--- src/rtl/step_control_if.sv ---
// rtl/step_control_if.sv - datapath control bundle between step_control and the CPU datapath
interface step_control_if;
    logic        run;
    logic [31:0] IR;
    logic        mem_rdy;

    logic PCout, MARin, IncPC, Zin, Zlowout, Zhighout, PCin, Read, MDRin, MDRout, IRin, Yin;
    logic Gra, Grb, Grc, Rin, Rout;
    logic ADD, SUB, AND, OR, MUL, DIV;
    logic LOin, HIin;
    logic busy, done, halted, illegal;

    modport master (
        input  run, IR, mem_rdy,
        output PCout, MARin, IncPC, Zin, Zlowout, Zhighout, PCin, Read, MDRin, MDRout, IRin, Yin,
        output Gra, Grb, Grc, Rin, Rout,
        output ADD, SUB, AND, OR, MUL, DIV,
        output LOin, HIin,
        output busy, done, halted, illegal
    );

    modport slave (
        output run, IR, mem_rdy,
        input  PCout, MARin, IncPC, Zin, Zlowout, Zhighout, PCin, Read, MDRin, MDRout, IRin, Yin,
        input  Gra, Grb, Grc, Rin, Rout,
        input  ADD, SUB, AND, OR, MUL, DIV,
        input  LOin, HIin,
        input  busy, done, halted, illegal
    );
endinterface

--- src/rtl/step_control.sv ---
// rtl/step_control.sv - fetch/execute control sequencer for ALU, MUL and DIV instructions
// Optional feature macro: CTRL_DIV_EN (opcode 10000 executes as DIV instead of being illegal).
module step_control (
    input logic            clk,
    input logic            clr,
    step_control_if.master bus
);
    typedef enum logic [3:0] {
        IDLE, T0, T1, T1W, T2, T3, T4, T5, T6, HALT
    } state_t;

    localparam logic [4:0] OP_ADD  = 5'b00011;
    localparam logic [4:0] OP_SUB  = 5'b00100;
    localparam logic [4:0] OP_AND  = 5'b00101;
    localparam logic [4:0] OP_OR   = 5'b00110;
    localparam logic [4:0] OP_MUL  = 5'b01111;
    localparam logic [4:0] OP_NOP  = 5'b11010;
    localparam logic [4:0] OP_HALT = 5'b11011;

    state_t     state, state_next;
    logic       illegal_q;
    logic       set_illegal;
    logic [4:0] opcode;
    logic       is_alu, is_hilo, div_sel;
    logic       unused_ir;

    assign opcode    = bus.IR[31:27];
    // Register fields are consumed by the select-and-encode logic, not here.
    assign unused_ir = ^bus.IR[26:0];

    assign is_alu = (opcode == OP_ADD) || (opcode == OP_SUB) ||
                    (opcode == OP_AND) || (opcode == OP_OR);

`ifdef CTRL_DIV_EN
    localparam logic [4:0] OP_DIV = 5'b10000;
    assign div_sel = (opcode == OP_DIV);
    assign is_hilo = (opcode == OP_MUL) || div_sel;
`else
    assign div_sel = 1'b0;
    assign is_hilo = (opcode == OP_MUL);
`endif

    always_ff @(posedge clk) begin
        if (clr) begin
            state     <= IDLE;
            illegal_q <= 1'b0;
        end else begin
            state <= state_next;
            if (set_illegal) begin
                illegal_q <= 1'b1;
            end
        end
    end

    always_comb begin
        state_next   = state;
        set_illegal  = 1'b0;
        bus.PCout    = 1'b0;
        bus.MARin    = 1'b0;
        bus.IncPC    = 1'b0;
        bus.Zin      = 1'b0;
        bus.Zlowout  = 1'b0;
        bus.Zhighout = 1'b0;
        bus.PCin     = 1'b0;
        bus.Read     = 1'b0;
        bus.MDRin    = 1'b0;
        bus.MDRout   = 1'b0;
        bus.IRin     = 1'b0;
        bus.Yin      = 1'b0;
        bus.Gra      = 1'b0;
        bus.Grb      = 1'b0;
        bus.Grc      = 1'b0;
        bus.Rin      = 1'b0;
        bus.Rout     = 1'b0;
        bus.ADD      = 1'b0;
        bus.SUB      = 1'b0;
        bus.AND      = 1'b0;
        bus.OR       = 1'b0;
        bus.MUL      = 1'b0;
        bus.DIV      = 1'b0;
        bus.LOin     = 1'b0;
        bus.HIin     = 1'b0;
        bus.done     = 1'b0;
        bus.busy     = (state != IDLE) && (state != HALT);
        bus.halted   = (state == HALT);
        bus.illegal  = illegal_q;

        case (state)
            IDLE: begin
                if (bus.run) begin
                    state_next = T0;
                end
            end
            T0: begin
                bus.PCout  = 1'b1;
                bus.MARin  = 1'b1;
                bus.IncPC  = 1'b1;
                bus.Zin    = 1'b1;
                state_next = T1;
            end
            // PC is written only here so a stalled fetch cannot increment it twice.
            T1: begin
                bus.Zlowout = 1'b1;
                bus.PCin    = 1'b1;
                bus.Read    = 1'b1;
                bus.MDRin   = 1'b1;
                state_next  = bus.mem_rdy ? T2 : T1W;
            end
            T1W: begin
                bus.Read   = 1'b1;
                bus.MDRin  = 1'b1;
                state_next = bus.mem_rdy ? T2 : T1W;
            end
            T2: begin
                bus.MDRout = 1'b1;
                bus.IRin   = 1'b1;
                state_next = T3;
            end
            T3: begin
                if (is_alu || is_hilo) begin
                    bus.Grb    = 1'b1;
                    bus.Rout   = 1'b1;
                    bus.Yin    = 1'b1;
                    state_next = T4;
                end else begin
                    bus.done    = 1'b1;
                    set_illegal = (opcode != OP_NOP) && (opcode != OP_HALT);
                    state_next  = (opcode == OP_HALT) ? HALT : IDLE;
                end
            end
            T4: begin
                bus.Grc    = 1'b1;
                bus.Rout   = 1'b1;
                bus.Zin    = 1'b1;
                bus.ADD    = (opcode == OP_ADD);
                bus.SUB    = (opcode == OP_SUB);
                bus.AND    = (opcode == OP_AND);
                bus.OR     = (opcode == OP_OR);
                bus.MUL    = (opcode == OP_MUL);
                bus.DIV    = div_sel;
                state_next = T5;
            end
            T5: begin
                bus.Zlowout = 1'b1;
                if (is_hilo) begin
                    bus.LOin   = 1'b1;
                    state_next = T6;
                end else begin
                    bus.Gra    = 1'b1;
                    bus.Rin    = 1'b1;
                    bus.done   = 1'b1;
                    state_next = IDLE;
                end
            end
            T6: begin
                bus.Zhighout = 1'b1;
                bus.HIin     = 1'b1;
                bus.done     = 1'b1;
                state_next   = IDLE;
            end
            HALT: begin
                state_next = HALT;
            end
            default: begin
                state_next = IDLE;
            end
        endcase
    end
endmodule

--- src/flat_wrapper.sv ---
// flat-port wrapper written by rule: the top's interface ports become plain ports
module step_control_flat 
  (clk, clr, bus_run, bus_IR, bus_mem_rdy, bus_PCout, bus_MARin, bus_IncPC, bus_Zin, bus_Zlowout, bus_Zhighout, bus_PCin, bus_Read, bus_MDRin, bus_MDRout, bus_IRin, bus_Yin, bus_Gra, bus_Grb, bus_Grc, bus_Rin, bus_Rout, bus_ADD, bus_SUB, bus_AND, bus_OR, bus_MUL, bus_DIV, bus_LOin, bus_HIin, bus_busy, bus_done, bus_halted, bus_illegal);
  step_control_if bus_i ();
  input logic clk;
  input logic clr;
  input wire logic [$bits(bus_i.run)-1:0] bus_run;
  input wire logic [$bits(bus_i.IR)-1:0] bus_IR;
  input wire logic [$bits(bus_i.mem_rdy)-1:0] bus_mem_rdy;
  output wire logic [$bits(bus_i.PCout)-1:0] bus_PCout;
  output wire logic [$bits(bus_i.MARin)-1:0] bus_MARin;
  output wire logic [$bits(bus_i.IncPC)-1:0] bus_IncPC;
  output wire logic [$bits(bus_i.Zin)-1:0] bus_Zin;
  output wire logic [$bits(bus_i.Zlowout)-1:0] bus_Zlowout;
  output wire logic [$bits(bus_i.Zhighout)-1:0] bus_Zhighout;
  output wire logic [$bits(bus_i.PCin)-1:0] bus_PCin;
  output wire logic [$bits(bus_i.Read)-1:0] bus_Read;
  output wire logic [$bits(bus_i.MDRin)-1:0] bus_MDRin;
  output wire logic [$bits(bus_i.MDRout)-1:0] bus_MDRout;
  output wire logic [$bits(bus_i.IRin)-1:0] bus_IRin;
  output wire logic [$bits(bus_i.Yin)-1:0] bus_Yin;
  output wire logic [$bits(bus_i.Gra)-1:0] bus_Gra;
  output wire logic [$bits(bus_i.Grb)-1:0] bus_Grb;
  output wire logic [$bits(bus_i.Grc)-1:0] bus_Grc;
  output wire logic [$bits(bus_i.Rin)-1:0] bus_Rin;
  output wire logic [$bits(bus_i.Rout)-1:0] bus_Rout;
  output wire logic [$bits(bus_i.ADD)-1:0] bus_ADD;
  output wire logic [$bits(bus_i.SUB)-1:0] bus_SUB;
  output wire logic [$bits(bus_i.AND)-1:0] bus_AND;
  output wire logic [$bits(bus_i.OR)-1:0] bus_OR;
  output wire logic [$bits(bus_i.MUL)-1:0] bus_MUL;
  output wire logic [$bits(bus_i.DIV)-1:0] bus_DIV;
  output wire logic [$bits(bus_i.LOin)-1:0] bus_LOin;
  output wire logic [$bits(bus_i.HIin)-1:0] bus_HIin;
  output wire logic [$bits(bus_i.busy)-1:0] bus_busy;
  output wire logic [$bits(bus_i.done)-1:0] bus_done;
  output wire logic [$bits(bus_i.halted)-1:0] bus_halted;
  output wire logic [$bits(bus_i.illegal)-1:0] bus_illegal;
  assign bus_i.run = bus_run;
  assign bus_i.IR = bus_IR;
  assign bus_i.mem_rdy = bus_mem_rdy;
  assign bus_PCout = bus_i.PCout;
  assign bus_MARin = bus_i.MARin;
  assign bus_IncPC = bus_i.IncPC;
  assign bus_Zin = bus_i.Zin;
  assign bus_Zlowout = bus_i.Zlowout;
  assign bus_Zhighout = bus_i.Zhighout;
  assign bus_PCin = bus_i.PCin;
  assign bus_Read = bus_i.Read;
  assign bus_MDRin = bus_i.MDRin;
  assign bus_MDRout = bus_i.MDRout;
  assign bus_IRin = bus_i.IRin;
  assign bus_Yin = bus_i.Yin;
  assign bus_Gra = bus_i.Gra;
  assign bus_Grb = bus_i.Grb;
  assign bus_Grc = bus_i.Grc;
  assign bus_Rin = bus_i.Rin;
  assign bus_Rout = bus_i.Rout;
  assign bus_ADD = bus_i.ADD;
  assign bus_SUB = bus_i.SUB;
  assign bus_AND = bus_i.AND;
  assign bus_OR = bus_i.OR;
  assign bus_MUL = bus_i.MUL;
  assign bus_DIV = bus_i.DIV;
  assign bus_LOin = bus_i.LOin;
  assign bus_HIin = bus_i.HIin;
  assign bus_busy = bus_i.busy;
  assign bus_done = bus_i.done;
  assign bus_halted = bus_i.halted;
  assign bus_illegal = bus_i.illegal;
  step_control u_core (.clk(clk), .clr(clr), .bus(bus_i));
endmodule
--- config.mk ---
export PLATFORM = sky130hd
export DESIGN_NAME = step_control_flat
export DESIGN_NICKNAME = d
export VERILOG_FILES = /design/src/rtl/step_control_if.sv /design/src/rtl/step_control.sv /design/src/flat_wrapper.sv
export SDC_FILE = /design/constraint.sdc
export NUM_CORES = 1
export LEC_CHECK = 0
export CAP_MARGIN = 40
export CORE_MARGIN = 1.5
export CORE_UTILIZATION = 30
export CTS_CLUSTER_SIZE = 14
export DETAILED_ROUTE_END_ITERATION = 12
export PLACE_DENSITY = 0.92
export SLEW_MARGIN = 20
export SYNTH_ARGS = -nofsm -noshare
export SYNTH_HDL_FRONTEND = slang
export SYNTH_SLANG_ARGS = --single-unit
--- constraint.sdc ---
create_clock -name clk -period 4.15 [get_ports clk]
set_clock_uncertainty 0.05 [all_clocks]
set_input_delay 1.245 -clock clk [delete_from_list [all_inputs] [get_ports clk]]
set_output_delay 1.245 -clock clk [all_outputs]
set_load 0.02 [all_outputs]
* Word level (Yosys, flattened, before mapping)
Index checks and enable logic that the tools add are counted.
Widths: inputs -> output; s select.
** Word-level totals
- Flip-flop bits (word level) :: 5
- Bits of input ports :: 36
- Output and inout bits :: 29
- Logic and storage cells :: 62
** Operators by class
- Equality and inequality tests :: 19
- Muxes and demuxes :: 30
- Reduce and logical (&&, ||, !) cells :: 11
** Operators by type and width (count)
- $pmux 4 s8 :: 1
- $mux 1 :: 22
- $eq 4x3->1 const B :: 4
- $mux 4 :: 4
- $eq 5x3->1 const B :: 3
- $ne 5x5->1 const B :: 2
- $eq 4x2->1 const B :: 2
- $eq 4x4->1 const B :: 2
- $reduce_or 2->1 :: 3
- $eq 5x2->1 const B :: 1
- $eq 5x4->1 const B :: 1
- $eq 5x5->1 const B :: 1
- $eq 4x1->1 const B :: 1
- $logic_not 4->1 :: 1
- $logic_or 1x1->1 :: 4
- $ne 4x4->1 const B :: 1
- $reduce_bool 4->1 :: 1
- $mux 3 :: 1
- $pmux 1 s3 :: 1
- $logic_and 1x1->1 :: 2
- $ne 2x2->1 const B :: 1
- $pmux 1 s2 :: 1

* Logic depth before layout (Yosys ltp)
- Word-level depth :: 7
- Depth in mapped cells :: 5
- Mapped depth without buffers :: 5

* Worst setup path after synthesis
OpenSTA, ideal clock, no wires.
- Kind :: input-to-output
- Start point :: in bus_IR[31]
- End point :: out bus_done
- Arrival :: 2323 ps
- Required time :: 2855 ps
- Slack :: 532 ps
- Cell stages on the path :: 4
- Path buffers :: 0
- Cells stage by stage :: nand2b_1 -> or2_1 -> nor2b_1 -> or3_1
** Between the ends
- Cells in the longest elaborated chain, start to end :: 7
- Elaborated cells between the ends (all ways) :: 12
- Classes of those cells :: 5 x eq/ne; 3 x mux; 4 x reduce/logical
** RTL lines
- start: declaration :: RTL line flat_wrapper.sv:8 : input wire logic [$bits(bus_i.IR)-1:0] bus_IR;
- $eq 5x2->1 / $eq 5x3->1 (equally long branches) :: RTL line step_control.sv:31 : assign is_alu = (opcode == OP_ADD) || (opcode == OP_SUB) ||
- $logic_or 1x1->1 (2 in a row) :: RTL line step_control.sv:31
- $logic_or 1x1->1 :: RTL line step_control.sv:32 : (opcode == OP_AND) || (opcode == OP_OR);
- $logic_or 1x1->1 :: RTL line step_control.sv:120 : if (is_alu || is_hilo) begin
- $mux 1 :: RTL line step_control.sv:120
- $pmux 1 s3 (*) :: RTL line step_control.sv:88 : case (state)
- end: declaration :: RTL line flat_wrapper.sv:36 : output wire logic [$bits(bus_i.done)-1:0] bus_done;
Mark *: on every way between the ends. The rest lies on a longest branch, timed or not.

* Final worst setup path
- Start point :: in bus_IR[31]
- End point :: out bus_ADD
** Between the ends
- Cells in the longest elaborated chain, start to end :: 2
** RTL lines
- $eq 5x2->1 :: RTL line step_control.sv:135 : bus.ADD = (opcode == OP_ADD);
- $mux 1 :: RTL line step_control.sv:88
- end: declaration :: RTL line flat_wrapper.sv:27 : output wire logic [$bits(bus_i.ADD)-1:0] bus_ADD;
Every way passes these cells.

==> metrics.md <==
| Metric | Value |
|---|---|
| Synth Flop Type | `dfxtp_1` |
| Leakage | `between 0.0004 and 0.0005 uW` |
| Max Root-Sink Buffers | `2` |
| XOR/XNOR Fraction of Synth Area | `approximately 1.4%` |
| CTS Hold Bufs | `0` |
| CP Capture Type | `primary output` |
| Vias | `between 700 and 800` |
| WHS Endpoint | `u_core.bus.illegal` |
| Post-synth EDFFs | `0` |
| CTS H-tree depth | `1` |
| Final net count | `about 170` |
| Most frequent cells in the layout | `clkdlybuf4s50_1, buf_4, dlygate4sd2_1, nor2_1` |
| Startpoint Class | `primary input` |
| Ant diodes | `0` |
| Ports | `between 60 and 70` |
| Cell family with most CP delay | `buffers and inverters` |
| Async S/R FF share, synth | `0%` |
| Cts bufs inserted | `3` |
| Crit-path cells | `clkdlybuf4s50_1, nand2b_1, nor4b_2, buf_4, nor2b_1, dlygate4sd2_1` |
| Max-cap violations | `0` |
| CTS tree | `yes` |
| Worst path bufs/invs | `3` |
| Pwr Density | `211 nW/um^2` |
| Sequential Area | `approximately 100 sq um` |
| Final hold viol count | `0` |
| Antenna violations before repair | `0` |
| Die ar. | `roughly 2300 sq um` |
| Synth top area share | `16.5%` |
| Fin cells | `between 150 and 200` |
| Hold depth | `2` |
| Reg2Reg Capture Point | `u_core.bus.illegal` |
| First drt pass iteration count | `4` |
| Worst-path clk slew | `about 40 ps` |
| Final Max Slew Viols | `0` |
| Buffers on Ports | `36` |
| Die H | `around 48 microns` |
| Total core area | `between 1500 and 2000 sq um` |
| Area Overhead vs Synth | `69.0%` |
| Hold WC Path Type | `flip-flop to flip-flop` |
| Multiplexer share of the synthesized area | `approximately 4.3%` |
| Slowest Stage Delay on Critical Path | `between 400 and 500 ps` |
| Largest net degree at the start of global routing | `14` |
| Setup crit start | `bus_IR[31]` |
| Later-pin clock latency in the skew report | `approximately 240 ps` |
| WP data required | `roughly 2900 ps` |
| Fmax | `between 200 and 250 MHz` |
| Syn Area/Cell | `around 7 sq um` |
| Area leader, netlist | `dfxtp_1` |
| CP max FO | `3` |
| Layout cells sized above 1 | `20.2%` |
| Simple-gate portion of the synthesized area | `approximately 45%` |
| FF-to-FF Start | `u_core.state[2]` |
| Min-delay src | `u_core.bus.illegal` |
| Crit-path slowest cell | `clkdlybuf4s50_1` |
| Maximum vdd drop | `~0.22 mV` |
| Area used by multi-input combinational logic | `420 sq um` |
| Worst R2R Setup Slack | `between 2000 and 2500 ps` |
| Starting Density | `31.5%` |
| Synth Instances | `88` |
| Syn_nets | `about 120` |
| Antenna-violating nets left | `0` |
| Setup repair bufs after CTS | `0` |
| Starting DRT DRC Count | `13` |
| First-pass GRT wire length | `about 2400 microns` |
| Worst-case reg-to-reg path depth | `4` |
| GP Congestion | `around 0.76` |
| Final HPWL DP | `1380 microns` |
| Status | `finished clean` |
| Total power | `between 200 and 250 uW` |
| Most common cell after layout, fill and taps aside | `clkdlybuf4s50_1` |
| Post-synthesis compound-gate area fraction | `about 17%` |
| Number of global-route vias before repair | `just over 600` |
| Setup CP Type | `primary input to primary output` |
| Critical path arrival | `2740 ps` |
| Clock sink count | `5` |
| Die width | `47.9 microns` |
| Row cnt | `16` |
| Setup TNS | `0 ps` |
| Min cycle time layout | `~4000 ps` |
| Adder-cell share of the synthesized area | `0%` |
| Post-synth cell types | `38` |
| Grt ovf | `0` |
| Tcrit/Tclk final | `97.1%` |
| WL per Instance | `about 11 microns` |
| Via density | `roughly 4.8` |
| Placed insts | `roughly 150` |
| Top cells by area, synth | `dfxtp_1, buf_4, nand2b_1, nor3_1, nor2_1` |
| RSZ-0062 raised after global routing | `no` |
| Root buf cell | `clkbuf_4` |
| Synthesis warning total | `0` |
| Largest family of logic cells by synthesized area | `simple AND/OR/NAND/NOR gates` |
| Cell area after synthesis | `606 sq um` |
| DRC | `0` |
| Final wirelength | `about 1600 microns` |
| # fillers | `194` |
| Yosys reg bits | `5` |
| Gr usage total | `about 15%` |
| Seq/Total Area, Yosys | `around 17%` |
| Final setup fails | `0` |
tightest hold or removal path: stages, from the launching register on:
cell     delay, ps
dfxtp_1        300
inv_1           50
a21oi_1         50
cells in the mapped netlist, types with 2 or more instances:
library cell and count:
dfxtp_1 5, inv_1 3, nand2b_1 7, nand2_1 4
and2_1 2, o21ai_0 3, nor3_1 7, or3_1 2
buf_4 8, nand3_1 3, nor2b_1 3, o21ba_1 2
nor2_1 8, nor3b_1 2, a21oi_1 4, clkbuf_1 3
cell type report:
type	count	share of cell area [%]
Clock buffer	4	2.57
Inverter	4	1.47
Multi-Input combinational cell	67	41.1
Sequential cell	5	9.78
Tap cell	27	3.30
Timing Repair Buffer	49	41.8
state kept, by name, indices dropped and copies added (netlist names):
name	cells
u_core.bus.illegal	1
u_core.state	4
what timing repair did:
action                                  4_1_cts  5_1_grt
endpoints found under the setup margin       12        6
resized for setup                            26        4
gates cloned                                  0        0
worst max-delay path by stage:
stage,endpoint,slack (ps),cells after the start
final,bus_ADD,120,6
after global routing,bus_ADD,40,6
after CTS,bus_Grb,8,6
after detailed placement,bus_Rout,-390,6
after global placement,bus_Rout,-380,6
after floorplan,bus_done,530,4
kinds of logic (layout without fill, tap and decap cells):
group                     after synthesis  in the layout
DFF                                     5              5
AOI/OAI and AO/OA                      15             15
buffers and inverters                  16             57
muxes                                   2              2
xor gates and xnor gates                1              1
and+or+nand+nor                        48             48
other                                   1              1
power breakdown:
part	internal (uW)	switching, uW
combinational	52.0	49.0
clock	36.3	18.5
sequential	51.6	8.66
routing by layer:
layer | share of wire (%) | routed length [microns] | vias up | GRT usage [%]
li1 | - | - | 383 | -
met1 | 41 | 680 | 343 | 15.8
met2 | 50 | 823 | 26 | 27.5
met3 | 7.0 | 115 | 2 | 6.79
met4 | 1.3 | 21 | 0 | 3.24
met5 | 0 | 0 | - | 0
stage by stage:
| step | instance area (sq um) | hold WS [ps] | setup WS (ps) | utilization [%] |
|---|---|---|---|---|
| detailed placement | 1020 | 389 | -390 | 53.1 |
| finish | 1020 | 400 | 119 | 53.3 |
| global placement | 1020 | 390 | -375 | 53.1 |
| global route | 1020 | 440 | 35.6 | 53.3 |
| floorplan | 606 | 466 | 532 | - |
| CTS | 1030 | 399 | 7.97 | 53.7 |
(Power assumes the default switching activity.)
